## config.mk

```make
export PLATFORM = sky130hd
export DESIGN_NAME = guess_controller
export DESIGN_NICKNAME = d
export VERILOG_FILES = /design/src/rtl/guess_controller.sv
export SDC_FILE = /design/constraint.sdc
export NUM_CORES = 1
export LEC_CHECK = 0
export CELL_PAD_IN_SITES_DETAIL_PLACEMENT = 1
export CELL_PAD_IN_SITES_GLOBAL_PLACEMENT = 2
export CORE_MARGIN = 3
export CORE_UTILIZATION = 25
export DETAILED_ROUTE_END_ITERATION = 7
export PLACE_DENSITY = 0.58
export SKIP_CTS_REPAIR_TIMING = 1
export SYNTH_ARGS = -nofsm -noshare
export SYNTH_HDL_FRONTEND = slang
export SYNTH_SLANG_ARGS = --single-unit
```

## constraint.sdc

```tcl
create_clock -name clock_100Mhz -period 1.9 [get_ports clock_100Mhz]
set_input_delay 0.285 -clock clock_100Mhz [delete_from_list [all_inputs] [get_ports clock_100Mhz]]
set_output_delay 0.285 -clock clock_100Mhz [all_outputs]
set_load 0.005 [all_outputs]
```

## src/rtl/guess_controller.sv

```systemverilog
// rtl/guess_controller.sv - button debounce, LFSR secret and guessing-game FSM
// Feeds SystemValAtGuess and GuessNum to the seven-segment display driver.
module guess_controller #(
  parameter int          DEBOUNCE_CYCLES = 1_000_000,
  parameter int          MAX_GUESSES     = 15,
  parameter logic [15:0] LFSR_SEED       = 16'hACE1
) (
  input  logic       clock_100Mhz,
  input  logic       reset,
  input  logic       btn_new,
  input  logic       btn_guess,
  input  logic [3:0] sw,
  output logic [3:0] SystemValAtGuess,
  output logic [3:0] GuessNum,
  output logic       led_high,
  output logic       led_low,
  output logic       led_win,
  output logic       led_lose,
  output logic [3:0] secret_dbg
);

  localparam int CW = $clog2(DEBOUNCE_CYCLES + 1);

  typedef enum logic [1:0] {IDLE, PLAY, WIN, LOSE} state_t;

  // Bit 0 is the new-game button, bit 1 the guess button.
  logic [1:0]    sync1_q, sync2_q, deb_q, deb_prev_q, press_q;
  logic [CW-1:0] cnt_q [2];
  logic          new_p, guess_p;

  logic [15:0]   lfsr_q, lfsr_d;

  state_t        state_q;
  logic [3:0]    secret_q, val_q, gn_q, gn_inc;
  logic          high_q, low_q, win_q, lose_q;

  always_ff @(posedge clock_100Mhz) begin
    if (reset) begin
      sync1_q    <= '0;
      sync2_q    <= '0;
      deb_q      <= '0;
      deb_prev_q <= '0;
      press_q    <= '0;
      for (int i = 0; i < 2; i++) cnt_q[i] <= '0;
    end else begin
      sync1_q    <= {btn_guess, btn_new};
      sync2_q    <= sync1_q;
      deb_prev_q <= deb_q;
      press_q    <= deb_q & ~deb_prev_q;
      // Count only while the synchronized level disagrees; any agreement restarts it.
      for (int i = 0; i < 2; i++) begin
        if (sync2_q[i] == deb_q[i]) begin
          cnt_q[i] <= '0;
        end else if (cnt_q[i] == CW'(DEBOUNCE_CYCLES - 1)) begin
          deb_q[i] <= sync2_q[i];
          cnt_q[i] <= '0;
        end else begin
          cnt_q[i] <= cnt_q[i] + 1'b1;
        end
      end
    end
  end

  assign new_p   = press_q[0];
  assign guess_p = press_q[1];

  // Fibonacci taps 16, 14, 13, 11 shifting toward the MSB.
  assign lfsr_d = {lfsr_q[14:0], lfsr_q[15] ^ lfsr_q[13] ^ lfsr_q[12] ^ lfsr_q[10]};

  always_ff @(posedge clock_100Mhz) begin
    if (reset) lfsr_q <= LFSR_SEED;
    else       lfsr_q <= lfsr_d;
  end

  assign gn_inc = gn_q + 4'd1;

  always_ff @(posedge clock_100Mhz) begin
    if (reset) begin
      state_q  <= IDLE;
      secret_q <= '0;
      val_q    <= '0;
      gn_q     <= '0;
      high_q   <= 1'b0;
      low_q    <= 1'b0;
      win_q    <= 1'b0;
      lose_q   <= 1'b0;
    end else if (new_p) begin
      state_q  <= PLAY;
      secret_q <= lfsr_q[3:0];
      val_q    <= '0;
      gn_q     <= '0;
      high_q   <= 1'b0;
      low_q    <= 1'b0;
      win_q    <= 1'b0;
      lose_q   <= 1'b0;
    end else if (guess_p && state_q == PLAY) begin
      val_q <= sw;
      gn_q  <= gn_inc;
      if (sw == secret_q) begin
        state_q <= WIN;
        win_q   <= 1'b1;
        high_q  <= 1'b0;
        low_q   <= 1'b0;
      end else begin
        high_q <= sw > secret_q;
        low_q  <= sw < secret_q;
        if (gn_inc == 4'(MAX_GUESSES)) begin
          state_q <= LOSE;
          lose_q  <= 1'b1;
        end
      end
    end
  end

  assign SystemValAtGuess = val_q;
  assign GuessNum         = gn_q;
  assign led_high         = high_q;
  assign led_low          = low_q;
  assign led_win          = win_q;
  assign led_lose         = lose_q;
  assign secret_dbg       = secret_q;

endmodule
```

==> impl_results.md, run 1 <==
* Antenna diodes at 0
* # Max-Cap Violations at 0
* Multi-input combinational cell area at 0.00177 sq mm
* Primary FF master, synth: dfxtp_1
* Seq cells post-synth at 84
* Detail Placement HPWL at ~5400 microns
* Pint at 3.03 mW
* Worst setup EP type: flip-flop
* Initial antenna violation count at 0
* Final worst-path cycle share at 93.2%
* Pre-CTS WS at -46.5 ps
* Buffers & Inverters on Critical Path at 1
* Post-synthesis sequential area ratio at between 50 and 60%
* Netlist cell types at 44
* Register area at 0.00208 sq mm
* Filler Cell Count at around 1700
* Chip Height at 129 microns
* Final nets at 451
* DIE AREA at approximately 0.017 sq mm
* Drt first-iter violations at 79
* Mean Syn Cell Area at roughly 11 sq um
* TritonRoute pass-1 iters at 4
* Sw power at roughly 900 uW
* CP Cell Sequence: nand4_4 > nor4_4 > buf_4 > nand4_1 > xor2_1 > nor2_1
* Worst-path cell with the longest stage delay: edfxtp_1
* Hold Slack at 388 ps
* Worst clock skew at 8.87 ps
* H-tree levels at 3
* Clk pwr share at 44.3%
* Skew-Pair Late Insertion Delay at roughly 340 ps
* Clock sinks at 84
* Synthesis-to-finish area growth at 27.4%
* CTS tree: yes
* # DRC at 0
* Final core occ at 32.8%
* Gate power share at about 4.5%
* Post-synth EDFFs at 40
* GRT overflow at 0
* Mapped Area at about 0.0038 sq mm
* Initial core utilization at 25.8%
* Wire per inst at around 12 microns
* Ranking of synthesized cells by area: edfxtp_1 32%, dfxtp_1 23%, xor2_1 7.2%
* Core area at roughly 0.015 sq mm
* Arrival time worst endpoint at 1870 ps
* Final Hold Vio Count at 0
* Synth area leader: edfxtp_1
* CP max stage delay at 490 ps
* Pin count of the biggest net entering global routing at 20
* Status: completed
* Max Fclk at around 560 MHz
* GPL Wtd Cong at between 0.7 and 0.8
* Inserted Clock Buffers at 9
* Critical Path Fanout Max at 6
* Syn. warnings at 0
* Sw frac at 22.8%
* Fin. max-slew vios at 0
* Critical setup path kind: reg2reg
* Port Buf Inserts at 23
* CTS root buf: clkbuf_16
* I/O pins at 24
* Placed cell area at 0.00448 sq mm
* Leak pwr at 1.81 nW
* Synth top area share at 31.7%
* Minimum clock period at approximately 1800 ps
* Vias after detailed routing at 2591
* Global-route wire length before repair at 13300 microns
* Reg clk slew, reported paths at 60 ps
* Detail Route Antenna Nets at 0
* PwrDens at around 810 mW/mm^2
* GR Util All Layers at 10.2%
* Final wirelength at 7590 microns
* Die W at 129 microns
* Worst hold path class: reg2reg
* Synth Instances at 354
* Share of cells above drive strength 1 at 13.0%
* Vias in the first global route at 2748
* Async SR Flop Fraction at 0%
* CP Launch Type: flip-flop
* Final setup margin at 129 ps
* Site Rows at 44
* Number of setup violations in the final report at 0
* Design Area, Final at 0.00482 sq mm
* CP required at slightly below 2000 ps
* Delay-heaviest family, CP: simple AND/OR/NAND/NOR gates
* Peak supply drop at 406 uV
* Via density at 4.15
* Power consumption at a little under 4 mW
* Sequential Power Share at 51.2%
* Clock buffer depth at 2
-- metal layers --
layer	part of all wire (%)	global-route usage, %
met2	43	14.7
met5	0	0
met4	2.3	5.56
met1	52	13.8
met3	2.5	2.72
-- synth_stat cells, types with 2 or more instances --
library cell  number
nor4_2             2
dfxtp_1           44
nor3_2             2
nor2b_1           17
and4_1             4
nor3_1             4
xnor2_1           15
clkbuf_1           8
o21ai_0            4
nand2b_1           3
and3_1             6
and2_1             2
nand2_1           20
or2_2              8
nand4_1            6
ha_1               8
buf_6              3
nand3_1           20
inv_1              9
or2_1              2
a21oi_1            8
edfxtp_1          40
xor2_1            31
nor2_1            62
and3b_1            2
mux2i_1            6
-- cells in the final DEF, fill, tap and decap left out, drive strengths merged, types with 10 or more instances in the layout --
cell type / instances
dfxtp: 44
clkbuf: 11
conb: 40
xnor2: 15
edfxtp: 40
inv: 11
buf: 20
nand3: 20
nand2: 21
or2: 10
nor2b: 17
clkdlybuf4s50: 23
xor2: 31
nor2: 62
-- state kept, by name, indices dropped and copies added, names as in the netlist --
register / count
cnt_q: 40
lfsr_q: 16
GuessNum: 4
SystemValAtGuess: 4
secret_dbg: 4
deb_prev_q: 2
deb_q: 2
press_q: 2
state_q: 2
sync1_q: 2
sync2_q: 2
led_high: 1
led_lose: 1
led_low: 1
led_win: 1
-- logic make-up (layout without fill, tap and decap cells) --
family | after synthesis | count (layout) | share of synthesized area [%]
xor gates and xnor gates | 46 | 46 | 10.6
buffers and inverters | 21 | 68 | 3.11
adders and majority gates | 8 | 8 | 2.64
AOI/OAI and AO/OA | 17 | 17 | 2.71
and+or+nand+nor | 171 | 171 | 24.2
muxes | 6 | 6 | 1.59
other | 1 | 40 | 0.0990
DFF | 84 | 84 | 55.0
-- worst register-to-register path, cell delays in order, from the launching register on --
cell and delay, ps:
edfxtp_1 490, nand4_4 220, nor4_4 310, buf_4 180, nand4_1 120, xor2_1 160, nor2_1 50
-- final timing paths --
path                            slack, ps  cells past startpoint                 startpoint                         end
worst min register to register        390                      1   deb_prev_q[0]$_SDFF_PP0_       press_q[0]$_SDFF_PP0_
worst max register to register        130                      6  cnt_q[0][2]$_SDFFCE_PN0P_  cnt_q[0][18]$_SDFFCE_PN0P_
worst min-delay path                  390                      1   deb_prev_q[0]$_SDFF_PP0_       press_q[0]$_SDFF_PP0_
worst max-delay path                  130                      6  cnt_q[0][2]$_SDFFCE_PN0P_  cnt_q[0][18]$_SDFFCE_PN0P_
-- power by group through the flow --
stage	Sequential, mW	Clock, mW	Combinational [mW]
detailed placement	2.05	0	0.175
finish	2.01	1.74	0.178
CTS	2.01	1.83	0.177
global route	2.02	1.90	0.205
global placement	2.05	0	0.174
floorplan	2.03	0	0.116
-- layout make-up --
class	count	share of cell area (%)
Clock buffer	11	5.26
Clock inverter	5	0.830
Inverter	9	0.700
Multi-Input combinational cell	288	36.6
Sequential cell	84	43.2
Tap cell	184	4.77
Timing Repair Buffer	43	8.66
-- through the flow --
stage	std cells	setup TNS, ps
after global placement	606	0
after CTS	622	0
final	624	0
after global routing	624	-4.18
after floorplan	393	0
after detailed placement	606	-59.2
Note: power is estimated with default switching activity, not from simulation.
==> run 2: changes to the inputs <==
--- a/config.mk
+++ b/config.mk
@@ -10,6 +10,7 @@
 export CORE_MARGIN = 3
 export CORE_UTILIZATION = 25
 export DETAILED_ROUTE_END_ITERATION = 7
+export HOLD_SLACK_MARGIN = 0.02
 export PLACE_DENSITY = 0.58
 export SKIP_CTS_REPAIR_TIMING = 1
 export SYNTH_ARGS = -nofsm -noshare
==> results of run 2 <==
Same layout as run 1: the final DEF is identical, and so are final timing and power.
==> run 3: changes to the inputs <==
--- a/config.mk
+++ b/config.mk
@@ -8,11 +8,12 @@
 export CELL_PAD_IN_SITES_DETAIL_PLACEMENT = 1
 export CELL_PAD_IN_SITES_GLOBAL_PLACEMENT = 2
 export CORE_MARGIN = 3
-export CORE_UTILIZATION = 25
+export CORE_UTILIZATION = 35
 export DETAILED_ROUTE_END_ITERATION = 7
 export HOLD_SLACK_MARGIN = 0.02
-export PLACE_DENSITY = 0.58
+export PLACE_DENSITY = 0.76
 export SKIP_CTS_REPAIR_TIMING = 1
+export SLEW_MARGIN = 10
 export SYNTH_ARGS = -nofsm -noshare
 export SYNTH_HDL_FRONTEND = slang
 export SYNTH_SLANG_ARGS = --single-unit
==> impl_results.md, run 3 (synthesized netlist as in run 1, its figures left out) <==
* Leak pwr at 1.82 nW (+0.44%)
* CTS root buf: clkbuf_8
* Worst setup EP type: flip-flop
* Sequential Power Share at 52.8% (+1.6 points)
* GRT overflow at 0 (unchanged)
* Crit path depth at 6 (unchanged)
* Routing usage on met1 at 18.3% (+4.5 points)
* Worst clock skew at 8.52 ps (-0.352 ps)
* Core area at 0.0104 sq mm (-29%)
* Skew-Pair Late Insertion Delay at 360 ps (+20 ps)
* Largest reg by FF count: cnt_q
* Hold path start: deb_prev_q[1]$_SDFF_PP0_
* Global-route wire length before repair at 12700 microns (-4.8%)
* PwrDens at 797 mW/mm^2 (-2.0%)
* Multi-input combinational cell area at 0.00178 sq mm (+0.78%)
* GPL Wtd Cong at 0.732 (+1.2%)
* # DRC at 0 (unchanged)
* GR Util All Layers at 13.4% (+3.2 points)
* Synthesis-to-finish area growth at 26.0%
* Critical setup path kind: reg2reg
* Sw power at 852 uW (-4.9%)
* CP startpoint: cnt_q[0][13]$_SDFFCE_PN0P_
* Buffers & Inverters on Critical Path at 1 (unchanged)
* CP Launch Type: flip-flop
* Met3 GRT Util at 2.85% (+0.13 points)
* Clock sinks at 84 (unchanged)
* Pin count of the biggest net entering global routing at 20 (unchanged)
* Initial antenna violation count at 0 (unchanged)
* Worst Reg-to-Reg Cells at 6 (unchanged)
* Most used routing layer: met2
* Final Hold Vio Count at 0 (unchanged)
* Site Rows at 37 (-16%)
* Worst hold path class: reg2reg
* Arrival time worst endpoint at 1930 ps (+60 ps)
* M2 GR Usage at 20.4% (+5.7 points)
* Die W at 110 microns (-15%)
* Drt first-iter violations at 83 (+5.1%)
* Peak supply drop at 376 uV (-7.4%)
* Vias in the first global route at 2678 (-2.5%)
* Placed insts at 560 (-7.6%)
* Initial core utilization at 36.4% (+11 points)
* CP required at 2010 ps (+20 ps)
* Commonest cells after routing, fill and taps aside: 62 x nor2_1, 44 x dfxtp_1, 40 x edfxtp_1, 40 x conb_1, 31 x xor2_1
* TritonRoute pass-1 iters at 4 (unchanged)
* Max reg flops at 40 (unchanged)
* # Max-Cap Violations at 0 (unchanged)
* Via density at 4.56 (+9.7%)
* Inserted Clock Buffers at 9 (unchanged)
* Antenna diodes at 0 (unchanged)
* Most common cell after layout, fill and taps aside: nor2_1
* Number of setup violations in the final report at 0 (unchanged)
* Max Fclk at 552 MHz (-2.2%)
* Power consumption at 3.80 mW (-3.1%)
* Clk pwr share at 42.3% (-2.0 points)
* Hold Slack at 400 ps (+12.5 ps)
* Detail Placement HPWL at 5260 microns (-1.8%)
* Vias after detailed routing at 2656 (+2.5%)
* Detail Route Antenna Nets at 0 (unchanged)
* Post-Layout Cell Count at 583 (-6.6%)
* Chip Height at 110 microns (-15%)
* Final nets at 458 (+1.6%)
* Worst-path cell with the longest stage delay: edfxtp_1
* Register area at 0.00208 sq mm (unchanged)
* RR Startpoint: cnt_q[0][13]$_SDFFCE_PN0P_
* Final core occ at 45.8% (+13 points)
* Clock buffer depth at 2 (unchanged)
* Design Area, Final at 0.00477 sq mm (-1.1%)
* Wire per inst at 12.7 microns (+4.4%)
* Final wirelength at 7400 microns (-2.5%)
* Reg2reg end: cnt_q[0][3]$_SDFFCE_PN0P_
* Fin. max-slew vios at 0 (unchanged)
* CP max stage delay at 450 ps (-40 ps)
* Delay-heaviest family, CP: simple AND/OR/NAND/NOR gates
* Final worst-path cycle share at 95.3% (+2.1 points)
* Biggest registers after layout: cnt_q (40), lfsr_q (16)
* Minimum clock period at 1810 ps (+40.4 ps)
* I/O pins at 24 (unchanged)
* CP Cell Sequence: nor4b_4 > nand4_1 > nor3_2 > or2_1 > buf_4 > nor2_1
* Share of cells above drive strength 1 at 14.8% (+1.8 points)
* Pint at 2.95 mW (-2.6%)
* Placed cell area at 0.00441 sq mm (-1.6%)
* Hold EP: press_q[1]$_SDFF_PP0_
* Filler Cell Count at 1186 (-29%)
* Gate power share at 5.0% (+0.5 points)
* Status: completed
* Sw frac at 22.4% (-0.43 points)
* Port Buf Inserts at 23 (unchanged)
* R2R Setup Slk at 90 ps (-40 ps)
* Worst hold path stage count at 1 (unchanged)
* DIE AREA at 0.0121 sq mm (-27%)
* Critical Path Fanout Max at 7 (+1)
* Reg clk slew, reported paths at 90 ps (+30 ps)
* H-tree levels at 3 (unchanged)
* CTS tree: yes
-- run 3: worst max-delay path by stage --
stage	endpoint	slack (ps)
finish	cnt_q[0][3]$_SDFFCE_PN0P_	90
global route	cnt_q[0][3]$_SDFFCE_PN0P_	-40
CTS	cnt_q[0][15]$_SDFFCE_PN0P_	3
detailed placement	led_low$_SDFFE_PP0P_	-20
global placement	led_lose$_SDFFE_PP0P_	30
floorplan	cnt_q[1][8]$_SDFFCE_PN0P_	110
-- run 3: layer usage --
metal | vias up | wire length [microns] | part of all wire (%)
met5 | - | 0 | 0
li1 | 1343 | - | -
met2 | 30 | 3390 | 46
met4 | 0 | 144 | 1.9
met3 | 13 | 186 | 2.5
met1 | 1270 | 3680 | 50
-- run 3: worst register-to-register path, cell delays in order, from the launching register on --
cell and delay [ps]:
edfxtp_1 450, nor4b_4 300, nand4_1 140, nor3_2 250, or2_1 200, buf_4 180, nor2_1 60
-- run 3: area by class of cell --
class	instances	area share, %
sequential	84	43.6
multi-input combinational	288	37.3
clock inverter	7	2.68
timing repair buffer	50	9.49
tap	136	3.57
inverter	9	0.708
clock buffer	9	2.60
-- run 3: power groups by stage --
| stage | Clock [mW] | Combinational (mW) | Sequential (mW) |
|---|---|---|---|
| final | 1.61 | 0.188 | 2.01 |
| after floorplan | 0 | 0.116 | 2.03 |
| after global routing | 1.75 | 0.213 | 2.02 |
| after CTS | 1.66 | 0.175 | 2.01 |
| after global placement | 0 | 0.170 | 2.04 |
| after detailed placement | 0 | 0.173 | 2.05 |
-- run 3: metrics by stage --
stage / worst slack, ps / setup TNS [ps]
floorplan: 105 / 0
finish: 88.8 / 0
global placement: 30.1 / 0
global route: -38.3 / -252
CTS: 3.47 / 0
detailed placement: -20.1 / -20.1
